--- src/rtl/div_unit_if.sv ---
// Request and response bundles between the execute stage and the iterative divider.
interface div_in_if #(parameter int unsigned XLEN = 32);
  logic [XLEN-1:0] rdata1;
  logic [XLEN-1:0] rdata2;
  logic            enable;
  logic [3:0]      div_op;

  modport master (output rdata1, output rdata2, output enable, output div_op);
  modport slave  (input  rdata1, input  rdata2, input  enable, input  div_op);
endinterface

interface div_out_if #(parameter int unsigned XLEN = 32);
  logic [XLEN-1:0] result;
  logic            ready;

  modport master (output result, output ready);
  modport slave  (input  result, input  ready);
endinterface

--- src/rtl/div_unit.sv ---
// Iterative restoring radix-2 divider for div/divu/rem/remu.
// Handles divide-by-zero, signed overflow and null-op requests in a single cycle.
module div_unit #(
  parameter int unsigned XLEN = 32
) (
  input  logic       clock,
  input  logic       reset,
  div_in_if.slave    div_in,
  div_out_if.master  div_out
);

  localparam int unsigned CNT_W = (XLEN > 1) ? $clog2(XLEN) : 1;
  localparam int unsigned RW    = XLEN + 1;
  localparam logic [XLEN-1:0] MIN_NEG = {1'b1, {(XLEN-1){1'b0}}};

  typedef enum logic [1:0] {IDLE, BUSY, DONE} state_e;

  state_e           state_q, state_d;
  logic [CNT_W-1:0] cnt_q, cnt_d;
  logic [XLEN-1:0]  dvs_q, dvs_d;
  logic [XLEN-1:0]  quo_q, quo_d;
  logic [RW-1:0]    rem_q, rem_d;
  logic             neg_quo_q, neg_quo_d;
  logic             neg_rem_q, neg_rem_d;
  logic             is_rem_q, is_rem_d;
  logic [XLEN-1:0]  result_q, result_d;
  logic             ready_q, ready_d;

  // One restoring step: shift in the next dividend bit, subtract if no borrow.
  logic [RW-1:0]   shifted, diff, step_rem;
  logic            step_bit;
  logic [XLEN-1:0] step_quo, fin_quo, fin_rem;

  assign shifted  = RW'({rem_q, quo_q[XLEN-1]});
  assign diff     = shifted - {1'b0, dvs_q};
  assign step_bit = ~diff[RW-1];
  assign step_rem = step_bit ? diff : shifted;
  assign step_quo = {quo_q[XLEN-2:0], step_bit};
  assign fin_quo  = neg_quo_q ? (~step_quo + XLEN'(1)) : step_quo;
  assign fin_rem  = neg_rem_q ? (~step_rem[XLEN-1:0] + XLEN'(1)) : step_rem[XLEN-1:0];

  // Request decode, operand magnitudes and single-cycle special cases.
  logic            signed_op, rem_op, neg_a, neg_b, ovf;
  logic [XLEN-1:0] mag_a, mag_b;

  assign signed_op = div_in.div_op[0] | div_in.div_op[2];
  assign rem_op    = div_in.div_op[3] | div_in.div_op[2];
  assign neg_a     = signed_op & div_in.rdata1[XLEN-1];
  assign neg_b     = signed_op & div_in.rdata2[XLEN-1];
  assign mag_a     = neg_a ? (~div_in.rdata1 + XLEN'(1)) : div_in.rdata1;
  assign mag_b     = neg_b ? (~div_in.rdata2 + XLEN'(1)) : div_in.rdata2;
  assign ovf       = signed_op && (div_in.rdata1 == MIN_NEG) && (div_in.rdata2 == '1);

  always_comb begin
    state_d   = state_q;
    cnt_d     = cnt_q;
    dvs_d     = dvs_q;
    quo_d     = quo_q;
    rem_d     = rem_q;
    neg_quo_d = neg_quo_q;
    neg_rem_d = neg_rem_q;
    is_rem_d  = is_rem_q;
    result_d  = result_q;
    ready_d   = 1'b0;

    unique case (state_q)
      IDLE: begin
        if (div_in.enable) begin
          cnt_d     = CNT_W'(XLEN - 1);
          dvs_d     = mag_b;
          quo_d     = mag_a;
          rem_d     = '0;
          neg_quo_d = neg_a ^ neg_b;
          neg_rem_d = neg_a;
          is_rem_d  = rem_op;
          if (div_in.div_op == 4'b0000) begin
            state_d  = DONE;
            ready_d  = 1'b1;
            result_d = '0;
          end else if (div_in.rdata2 == '0) begin
            state_d  = DONE;
            ready_d  = 1'b1;
            result_d = rem_op ? div_in.rdata1 : '1;
          end else if (ovf) begin
            state_d  = DONE;
            ready_d  = 1'b1;
            result_d = rem_op ? '0 : div_in.rdata1;
          end else begin
            state_d  = BUSY;
          end
        end
      end
      BUSY: begin
        // Dropping enable mid-operation is a pipeline flush: abandon silently.
        if (!div_in.enable) begin
          state_d = IDLE;
        end else begin
          quo_d = step_quo;
          rem_d = step_rem;
          cnt_d = cnt_q - CNT_W'(1);
          if (cnt_q == '0) begin
            cnt_d    = '0;
            state_d  = DONE;
            ready_d  = 1'b1;
            result_d = is_rem_q ? fin_rem : fin_quo;
          end
        end
      end
      DONE: begin
        state_d = IDLE;
      end
      default: begin
        state_d = IDLE;
      end
    endcase
  end

  always_ff @(posedge clock or negedge reset) begin
    if (!reset) begin
      state_q   <= IDLE;
      cnt_q     <= '0;
      dvs_q     <= '0;
      quo_q     <= '0;
      rem_q     <= '0;
      neg_quo_q <= 1'b0;
      neg_rem_q <= 1'b0;
      is_rem_q  <= 1'b0;
      result_q  <= '0;
      ready_q   <= 1'b0;
    end else begin
      state_q   <= state_d;
      cnt_q     <= cnt_d;
      dvs_q     <= dvs_d;
      quo_q     <= quo_d;
      rem_q     <= rem_d;
      neg_quo_q <= neg_quo_d;
      neg_rem_q <= neg_rem_d;
      is_rem_q  <= is_rem_d;
      result_q  <= result_d;
      ready_q   <= ready_d;
    end
  end

  assign div_out.result = result_q;
  assign div_out.ready  = ready_q;

endmodule

--- src/flat_wrapper.sv ---
// flat-port wrapper written by rule: the top's interface ports become plain ports
module div_unit_flat 
#(
  parameter int unsigned XLEN = 32
)
  (clock, reset, div_in_rdata1, div_in_rdata2, div_in_enable, div_in_div_op, div_out_result, div_out_ready);
  div_in_if #(.XLEN(XLEN)) div_in_i ();
  div_out_if #(.XLEN(XLEN)) div_out_i ();
  input  logic clock;
  input  logic reset;
  input wire logic [$bits(div_in_i.rdata1)-1:0] div_in_rdata1;
  input wire logic [$bits(div_in_i.rdata2)-1:0] div_in_rdata2;
  input wire logic [$bits(div_in_i.enable)-1:0] div_in_enable;
  input wire logic [$bits(div_in_i.div_op)-1:0] div_in_div_op;
  output wire logic [$bits(div_out_i.result)-1:0] div_out_result;
  output wire logic [$bits(div_out_i.ready)-1:0] div_out_ready;
  assign div_in_i.rdata1 = div_in_rdata1;
  assign div_in_i.rdata2 = div_in_rdata2;
  assign div_in_i.enable = div_in_enable;
  assign div_in_i.div_op = div_in_div_op;
  assign div_out_result = div_out_i.result;
  assign div_out_ready = div_out_i.ready;
  div_unit #(.XLEN(XLEN)) u_core (.clock(clock), .reset(reset), .div_in(div_in_i), .div_out(div_out_i));
endmodule
--- config.mk ---
export PLATFORM = sky130hd
export DESIGN_NAME = div_unit_flat
export DESIGN_NICKNAME = d
export VERILOG_FILES = /design/src/rtl/div_unit_if.sv /design/src/rtl/div_unit.sv /design/src/flat_wrapper.sv
export SDC_FILE = /design/constraint.sdc
export NUM_CORES = 1
export LEC_CHECK = 0
export CORE_ASPECT_RATIO = 0.9
export CORE_MARGIN = 5
export CORE_UTILIZATION = 50
export CTS_CLUSTER_SIZE = 40
export DETAILED_ROUTE_END_ITERATION = 6
export HOLD_SLACK_MARGIN = 0.05
export PLACE_DENSITY = 0.67
export REMOVE_ABC_BUFFERS = 1
export SETUP_SLACK_MARGIN = 0.15
export SLEW_MARGIN = 40
export SYNTH_ARGS = -nofsm -noshare
export SYNTH_HDL_FRONTEND = slang
export SYNTH_SLANG_ARGS = --single-unit
--- constraint.sdc ---
create_clock -name clock -period 6.5 [get_ports clock]
set_clock_uncertainty 0.2 [all_clocks]
set_input_delay 1.3 -clock clock [delete_from_list [all_inputs] [get_ports clock]]
set_output_delay 1.3 -clock clock [all_outputs]
set_load 0.05 [all_outputs]
==> results.txt, run 1 <==
----------------------------------------------------
[Floorplan]
  Number of ports placed on the die boundary ... 104
  Core region area ... 24300 µm²
  Die outline height ... 159 µm
  Overall die area ... 28000 µm²
  Floorplan row count ... 54
  Effective utilization at floorplan ... 50.8%
  Horizontal die dimension ... 176 µm

[Synthesis]
  Unique cell type count in the Yosys netlist ... 89
  Cell Area, Synth ... 12400 µm²
  Number of synthesis warnings ... 0
  Most instantiated flip-flop cell in the synthesis netlist ... sky130_fd_sc_hd__dfrtp_1
  Number of enable-type register cells in the synthesized netlist ... 0
  Async S/R FF share, synth ... 100%
  Number of synthesized register bits ... 139
  Average size of a mapped cell ... 7.59 µm²
  Number of instances in the synthesized netlist ... 1627
  Sequential element share of the synthesized area ... 28.2%

[Clock network]
  # hold bufs at CTS ... 0
  Quantity of gates resized following cts ... 0
  Postcts setup bufs ... 0
  Total CTS buffers ... 17
  CTS max path bufs ... 2
  Clk_lat worst skew ... 0.44 ns
  Sink count of the clock tree ... 139
  Clock tree from TritonCTS ... done
  Clk pin slew, worst setup/hold paths ... 0.06 ns
  H-tree depth reported by CTS ... 4
  Clock root buffer master ... sky130_fd_sc_hd__clkbuf_16

[Final layout]
  Share of cells above drive strength 1 ... 5.76%
  Most frequent standard cell in the layout excluding fill and tap cells ... sky130_fd_sc_hd__nand2_1
  Net count, final ... 1782
  Leading cell types in the layout, fill and taps excluded ... 187 x sky130_fd_sc_hd__nand2_1, 185 x sky130_fd_sc_hd__o21ai_0, 166 x sky130_fd_sc_hd__a21oi_1
  Synth-to-layout area growth ... 15.2%

[Global route]
  Combined global-route utilization of all metal layers ... 28.9%
  Leftover overflow at the end of global routing ... 0
  Antenna violations before repair ... 1
  Global-route wire length before repair ... 65.6 mm
  Number of global-route vias before repair ... 11900
  Pin count of the biggest net entering global routing ... 96

[Power and ir drop]
  Power Dens Cells ... 536 nW/µm²
  Leakage Power ... 5.64 nW
  Power after layout ... 0.00762 W
  IR Drop Worst-Case VDD ... 0.355 mV

[Setup path]
  Largest fanout of any net on the critical path ... 6
  Kind of critical path ... reg -> reg
  Max incr delay on CP ... 0.54 ns
  Kind of cell adding the most delay to the critical path ... simple AND/OR/NAND/NOR gates
  Worst path required time ... 6.62 ns
  Reg2reg start ... u_core.quo_q[31]
  Worst R2R Path Depth ... 21
  Endpoint of the lowest-slack register-to-register path ... u_core.div_out.result[24]
  Cell chain of the critical path ... inv_1 -> ha_1 -> fa_1 -> nand2b_1 -> a21oi_1 -> o21a_1 -> o21ai_2 -> a21oi_4 -> nor2_8 -> inv_4 -> ha_1 -> nand2b_1 -> or4_1 -> or3_1 -> nor3_1 -> nand2_1 -> o21ai_1 -> xnor2_1 -> o21ai_0 -> nor3_1 -> a221o_1
  Launching element type of the critical path ... flop
  Max stage delay cell, worst path ... sky130_fd_sc_hd__or4_1
  Worst path bufs/invs ... 2
  CP endpoint kind ... flop
  Data arrival time of the critical path ... 5.60 ns
  Register-to-Register Setup Slack ... 1.02 ns

[Timing]
  Least-Margin Pin Slew ... 0.900 ns
  Clock period minus worst slack ... 5.48 ns
  Final Setup Violations ... 0
  Share of the clock period used by the worst path ... 84.4%
  Top achievable clock speed ... 182 MHz
  Hold Vio Cnt, Final ... 0
  Relative slew slack ... 39.9%
  RSZ-0062 raised after global routing ... no
  Max Slew Vio Count ... 0
  Total negative slack for setup checks ... 0 ns

[Worst hold path]
  Hold path start ... u_core.dvs_q[5]
  Class of the worst hold path ... reg -> reg
  Worst Hold Depth ... 2
  Endpoint of the worst hold path ... u_core.dvs_q[5]

[Flow run]
  Max-cap violations ... 0

[Routing]
  Post-DR wirelength/cell ... 20.5 µm
  Per-cell via count in the routed design ... 6.41
  Number of design rule violations left after detail routing ... 0
  Via Count ... 12800
  Routed Wire Length ... 41.0 mm
  Number of DRC markers in iteration 0 ... 1279
  ANT nets after route ... 0
  Initial DRT Pass Iterations ... 6

[Place]
  Placer congestion estimate ... 0.923
  Detailed Place HPWL ... 30.9 mm
  Port buffer count ... 103

[Status]
  Status ... finished, final reports clean

----------------------------------------------------
-- metrics by stage --
stage,setup slack (ns),cells,instance area (µm²),hold WS (ns),utilization [%]
after floorplan,1.24,1528,11900,0.250,-
after CTS,1.11,1992,14200,0.287,58.3
after global placement,1.13,1960,13500,0.267,55.6
after detailed placement,1.11,1960,13500,0.274,55.6
final,1.02,1994,14200,0.279,58.5
after global routing,0.541,1994,14200,0.316,58.5
-- metal layers --
metal	global-route usage (%)	up-vias	wire length (µm)
li1	-	6059	-
met1	42.8	6123	19000
met2	43.0	532	17900
met3	5.46	72	3030
met4	8.26	0	1030
met5	0	-	0
-- registers in the layout (all words and copies together), names as in the netlist, 2 cells and up --
| signal | flops |
|---|---|
| u_core.cnt_q | 5 |
| u_core.div_out.result | 32 |
| u_core.dvs_q | 32 |
| u_core.quo_q | 32 |
| u_core.rem_q | 32 |
| u_core.state_q | 2 |
-- logic make-up after synthesis --
group                    count (synthesis)  share of synthesized area [%]
AO/OA/AOI/OAI                          573                           28.6
AND/OR/NAND/NOR                        566                           22.8
adder cells (fa/ha/maj)                 39                           4.01
XOR/XNOR                               112                           7.94
buffers and inverters                  160                           5.28
multiplexers                            38                           3.24
flip-flops                             139                           28.2
-- worst max path at each step --
stage,from,to,slack (ns),cells after the start
3_5_place_dp,u_core.rem_q[16],u_core.div_out.result[24],1.11,19
2_1_floorplan,u_core.rem_q[16],u_core.div_out.result[24],1.24,19
4_1_cts,u_core.rem_q[16],u_core.div_out.result[24],1.11,19
3_3_place_gp,u_core.rem_q[16],u_core.div_out.result[24],1.13,19
6_report,u_core.quo_q[31],u_core.div_out.result[24],1.02,21
5_1_grt,u_core.quo_q[31],u_core.div_out.result[24],0.54,21
-- synth_stat cells, types with 5 or more instances --
| cell type | count | area [µm²] |
|---|---|---|
| sky130_fd_sc_hd__and4_1 | 8 | 70.1 |
| sky130_fd_sc_hd__o221ai_1 | 10 | 87.6 |
| sky130_fd_sc_hd__nand4_1 | 12 | 75.1 |
| sky130_fd_sc_hd__and3_1 | 12 | 75.1 |
| sky130_fd_sc_hd__nor2_1 | 128 | 480 |
| sky130_fd_sc_hd__or3_1 | 29 | 181 |
| sky130_fd_sc_hd__o41ai_2 | 5 | 81.3 |
| sky130_fd_sc_hd__nand2b_1 | 13 | 81.3 |
| sky130_fd_sc_hd__o211ai_1 | 18 | 135 |
| sky130_fd_sc_hd__ha_1 | 38 | 475 |
| sky130_fd_sc_hd__inv_1 | 58 | 218 |
| sky130_fd_sc_hd__nor4_1 | 32 | 200 |
| sky130_fd_sc_hd__nor2b_1 | 11 | 68.8 |
| sky130_fd_sc_hd__a211oi_1 | 18 | 135 |
| sky130_fd_sc_hd__nand3_1 | 29 | 145 |
| sky130_fd_sc_hd__nor3_1 | 43 | 215 |
| sky130_fd_sc_hd__or4_1 | 14 | 105 |
| sky130_fd_sc_hd__xnor2_1 | 64 | 561 |
| sky130_fd_sc_hd__o22a_1 | 7 | 61.3 |
| sky130_fd_sc_hd__o41ai_1 | 15 | 131 |
| sky130_fd_sc_hd__nand2_1 | 188 | 706 |
| sky130_fd_sc_hd__a221oi_1 | 5 | 43.8 |
| sky130_fd_sc_hd__a22o_1 | 6 | 52.6 |
| sky130_fd_sc_hd__buf_2 | 12 | 60.1 |
| sky130_fd_sc_hd__xor2_1 | 48 | 420 |
| sky130_fd_sc_hd__a211o_1 | 5 | 43.8 |
| sky130_fd_sc_hd__o31ai_1 | 21 | 158 |
| sky130_fd_sc_hd__mux2_2 | 5 | 56.3 |
| sky130_fd_sc_hd__and2_1 | 17 | 106 |
| sky130_fd_sc_hd__o21ai_1 | 12 | 60.1 |
| sky130_fd_sc_hd__o22ai_1 | 14 | 87.6 |
| sky130_fd_sc_hd__o21a_1 | 11 | 82.6 |
| sky130_fd_sc_hd__dfrtp_1 | 139 | 3480 |
| sky130_fd_sc_hd__clkbuf_1 | 79 | 297 |
| sky130_fd_sc_hd__mux2i_1 | 30 | 300 |
| sky130_fd_sc_hd__a31oi_1 | 19 | 119 |
| sky130_fd_sc_hd__a21o_1 | 15 | 113 |
| sky130_fd_sc_hd__o21ai_0 | 187 | 936 |
| sky130_fd_sc_hd__a21oi_1 | 166 | 831 |
-- layout make-up --
class,count,area (µm²)
Antenna cell,1,2.50
Clock buffer,23,498
Clock inverter,9,158
Fill cell,2247,10100
Inverter,61,231
Multi-Input combinational cell,1328,8250
Sequential cell,139,3480
Tap cell,308,385
Timing Repair Buffer,125,1220
-- tightest hold or removal path, cell delays in order (launching register included) --
cell	delay, ns
sky130_fd_sc_hd__dfrtp_1	0.34
sky130_fd_sc_hd__nand2_1	0.04
sky130_fd_sc_hd__o21ai_0	0.06
-- report_power, final --
group / leakage, nW / switching [W] / internal [W]
clock network: 0.316 / 0.000409 / 0.000695
registers: 1.76 / 0.000315 / 0.00114
logic: 3.56 / 0.00324 / 0.00182
total: 5.64 / 0.00397 / 0.00365
(Power assumes the default switching activity.)
==> run 2, diff against run 1 <==
Settings changed: PLACE_DENSITY 0.67 to 0.7.
Clock period 6.5 ns to 4.9 ns, I/O delays scaled along.
==> results.txt, run 2 (synthesized netlist as in run 1, its figures left out) <==
----------------------------------------------------
[Global route]
  Combined global-route utilization of all metal layers ... 29.1%
  Global-route wire length before repair ... 66.7 mm
  Leftover overflow at the end of global routing ... 0
  Antenna violations before repair ... 1
  Number of global-route vias before repair ... 12300
  Pin count of the biggest net entering global routing ... 74

[Clock network]
  CTS max path bufs ... 2
  Clock root buffer master ... sky130_fd_sc_hd__clkbuf_16
  # hold bufs at CTS ... 0
  H-tree depth reported by CTS ... 4
  Total CTS buffers ... 17
  Clk pin slew, worst setup/hold paths ... 0.07 ns
  Sink count of the clock tree ... 139
  Clock tree from TritonCTS ... done
  Clk_lat worst skew ... 0.44 ns

[Floorplan]
  Floorplan row count ... 54
  Effective utilization at floorplan ... 50.8%
  Number of ports placed on the die boundary ... 104
  Die outline height ... 159 µm
  Overall die area ... 28000 µm²
  Core region area ... 24300 µm²
  Horizontal die dimension ... 176 µm

[Final layout]
  Area of the multi-input gates ... 8390 µm²
  Sequential cell area ... 3480 µm²
  Diodes inserted ... 0
  Most frequent standard cell in the layout excluding fill and tap cells ... sky130_fd_sc_hd__nand2_1
  Synth-to-layout area growth ... 19.8%
  Fraction of the core area covered by cells at the end of the flow ... 60.8%
  Net count, final ... 1846
  Fill cell count ... 2260
  Final Non-Filler Cells ... 2057
  Leading cell types in the layout, fill and taps excluded ... 185 x sky130_fd_sc_hd__nand2_1, 184 x sky130_fd_sc_hd__o21ai_0, 164 x sky130_fd_sc_hd__a21oi_1
  Share of cells above drive strength 1 ... 10.6%

[Setup path]
  Worst path bufs/invs ... 2
  Max incr delay on CP ... 0.52 ns
  Worst path required time ... 5.02 ns
  Cell chain of the critical path ... ha_4 -> nand4_4 -> or3_4 -> nor4b_4 -> o21ai_2 -> a21oi_4 -> buf_4 -> buf_4 -> nor3_1 -> a21oi_2 -> ha_1 -> o221ai_1 -> a2111o_1 -> and4_1 -> nor3_1 -> o21ai_1
  CP endpoint kind ... flop
  Launching element type of the critical path ... flop
  Max stage delay cell, worst path ... sky130_fd_sc_hd__a2111o_1
  Largest fanout of any net on the critical path ... 21
  Kind of critical path ... reg -> reg
  Kind of cell adding the most delay to the critical path ... simple AND/OR/NAND/NOR gates
  Data arrival time of the critical path ... 4.72 ns

[Flow run]
  Max-cap violations ... 0

[Timing]
  Share of the clock period used by the worst path ... 93.9%
  Hold Vio Cnt, Final ... 0
  Max Slew Vio Count ... 0
  Clock period minus worst slack ... 4.60 ns
  Least-Margin Pin Slew ... 0.824 ns
  Final Setup Violations ... 0
  Total negative slack for setup checks ... 0 ns
  Relative slew slack ... 44.9%
  Top achievable clock speed ... 217 MHz
  RSZ-0062 raised after global routing ... yes

[Power and ir drop]
  Power Dens Cells ... 711 nW/µm²
  IR Drop Worst-Case VDD ... 0.419 mV
  Power after layout ... 0.0105 W
  Leakage Power ... 5.93 nW

[Place]
  Port buffer count ... 103
  Total placed cells including tap cells ... 2022
  Placer congestion estimate ... 0.942
  Detailed Place HPWL ... 31.4 mm

[Routing]
  Via Count ... 13200
  Initial DRT Pass Iterations ... 5
  Number of design rule violations left after detail routing ... 0
  Per-cell via count in the routed design ... 6.40
  Number of DRC markers in iteration 0 ... 1392
  Post-DR wirelength/cell ... 20.2 µm
  Routed Wire Length ... 41.5 mm
  ANT nets after route ... 0

[Status]
  Status ... finished, final reports clean

[Worst hold path]
  Class of the worst hold path ... in -> async

----------------------------------------------------
run 2: cell count changes in the layout (fill, tap and decap cells not counted), moves of 3 or more:
cell                       delta
sky130_fd_sc_hd__clkinv_4     +3
sky130_fd_sc_hd__clkbuf_8     -4
sky130_fd_sc_hd__buf_4       +64
sky130_fd_sc_hd__ha_4         +4
sky130_fd_sc_hd__ha_1         -6
run 2: layout make-up:
cell class | instances | area share (%)
Clock buffer | 18 | 2.97
Clock inverter | 14 | 1.08
Inverter | 61 | 1.56
Multi-Input combinational cell | 1328 | 56.7
Sequential cell | 139 | 23.5
Tap cell | 308 | 2.61
Timing Repair Buffer | 189 | 11.5
run 2: repair_timing:
| action | 4_1_cts | 5_1_grt |
|---|---|---|
| gates resized for setup | 3 | 27 |
| endpoints found under the setup margin | 1 | 11 |
| setup buffers | 0 | 3 |
| pin swaps | 1 | 7 |
run 2: worst paths after layout:
check                                 startpoint                   endpoint  slack [ns]  cells past startpoint
min in group clock              u_core.dvs_q[19]           u_core.dvs_q[19]        0.28                      2
worst max register to register  u_core.rem_q[30]  u_core.div_out.result[18]        0.30                     16
worst min register to register  u_core.dvs_q[19]           u_core.dvs_q[19]        0.28                      2
max in group asynchronous                  reset           u_core.rem_q[21]        3.53                      2
worst max-delay path            u_core.rem_q[30]  u_core.div_out.result[18]        0.30                     16
worst min-delay path                       reset            u_core.dvs_q[3]        0.24                      1
run 2: through the flow:
step           setup WS (ns)  instance area, µm²  hold WS (ns)
2_1_floorplan         -0.360               11900         0.250
3_3_place_gp           0.168               14000         0.267
3_5_place_dp           0.160               14000         0.270
4_1_cts                0.169               14600         0.251
5_1_grt                0.117               14800         0.261
6_report               0.299               14800         0.241
run 2: layer usage:
metal / global-route usage [%] / routed length (µm) / up-vias
met5: 0 / 13 / -
met4: 8.65 / 1170 / 2
met3: 5.48 / 3770 / 82
met2: 44.0 / 18300 / 626
met1: 42.5 / 18200 / 6261
li1: - / - / 6185
run 2: where the power goes:
group	internal, W	total, W	switching (W)
sequential	0.00151	0.00189	0.000380
clock	0.000774	0.00136	0.000585
combinational	0.00278	0.00727	0.00449
total	0.00506	0.0105	0.00546
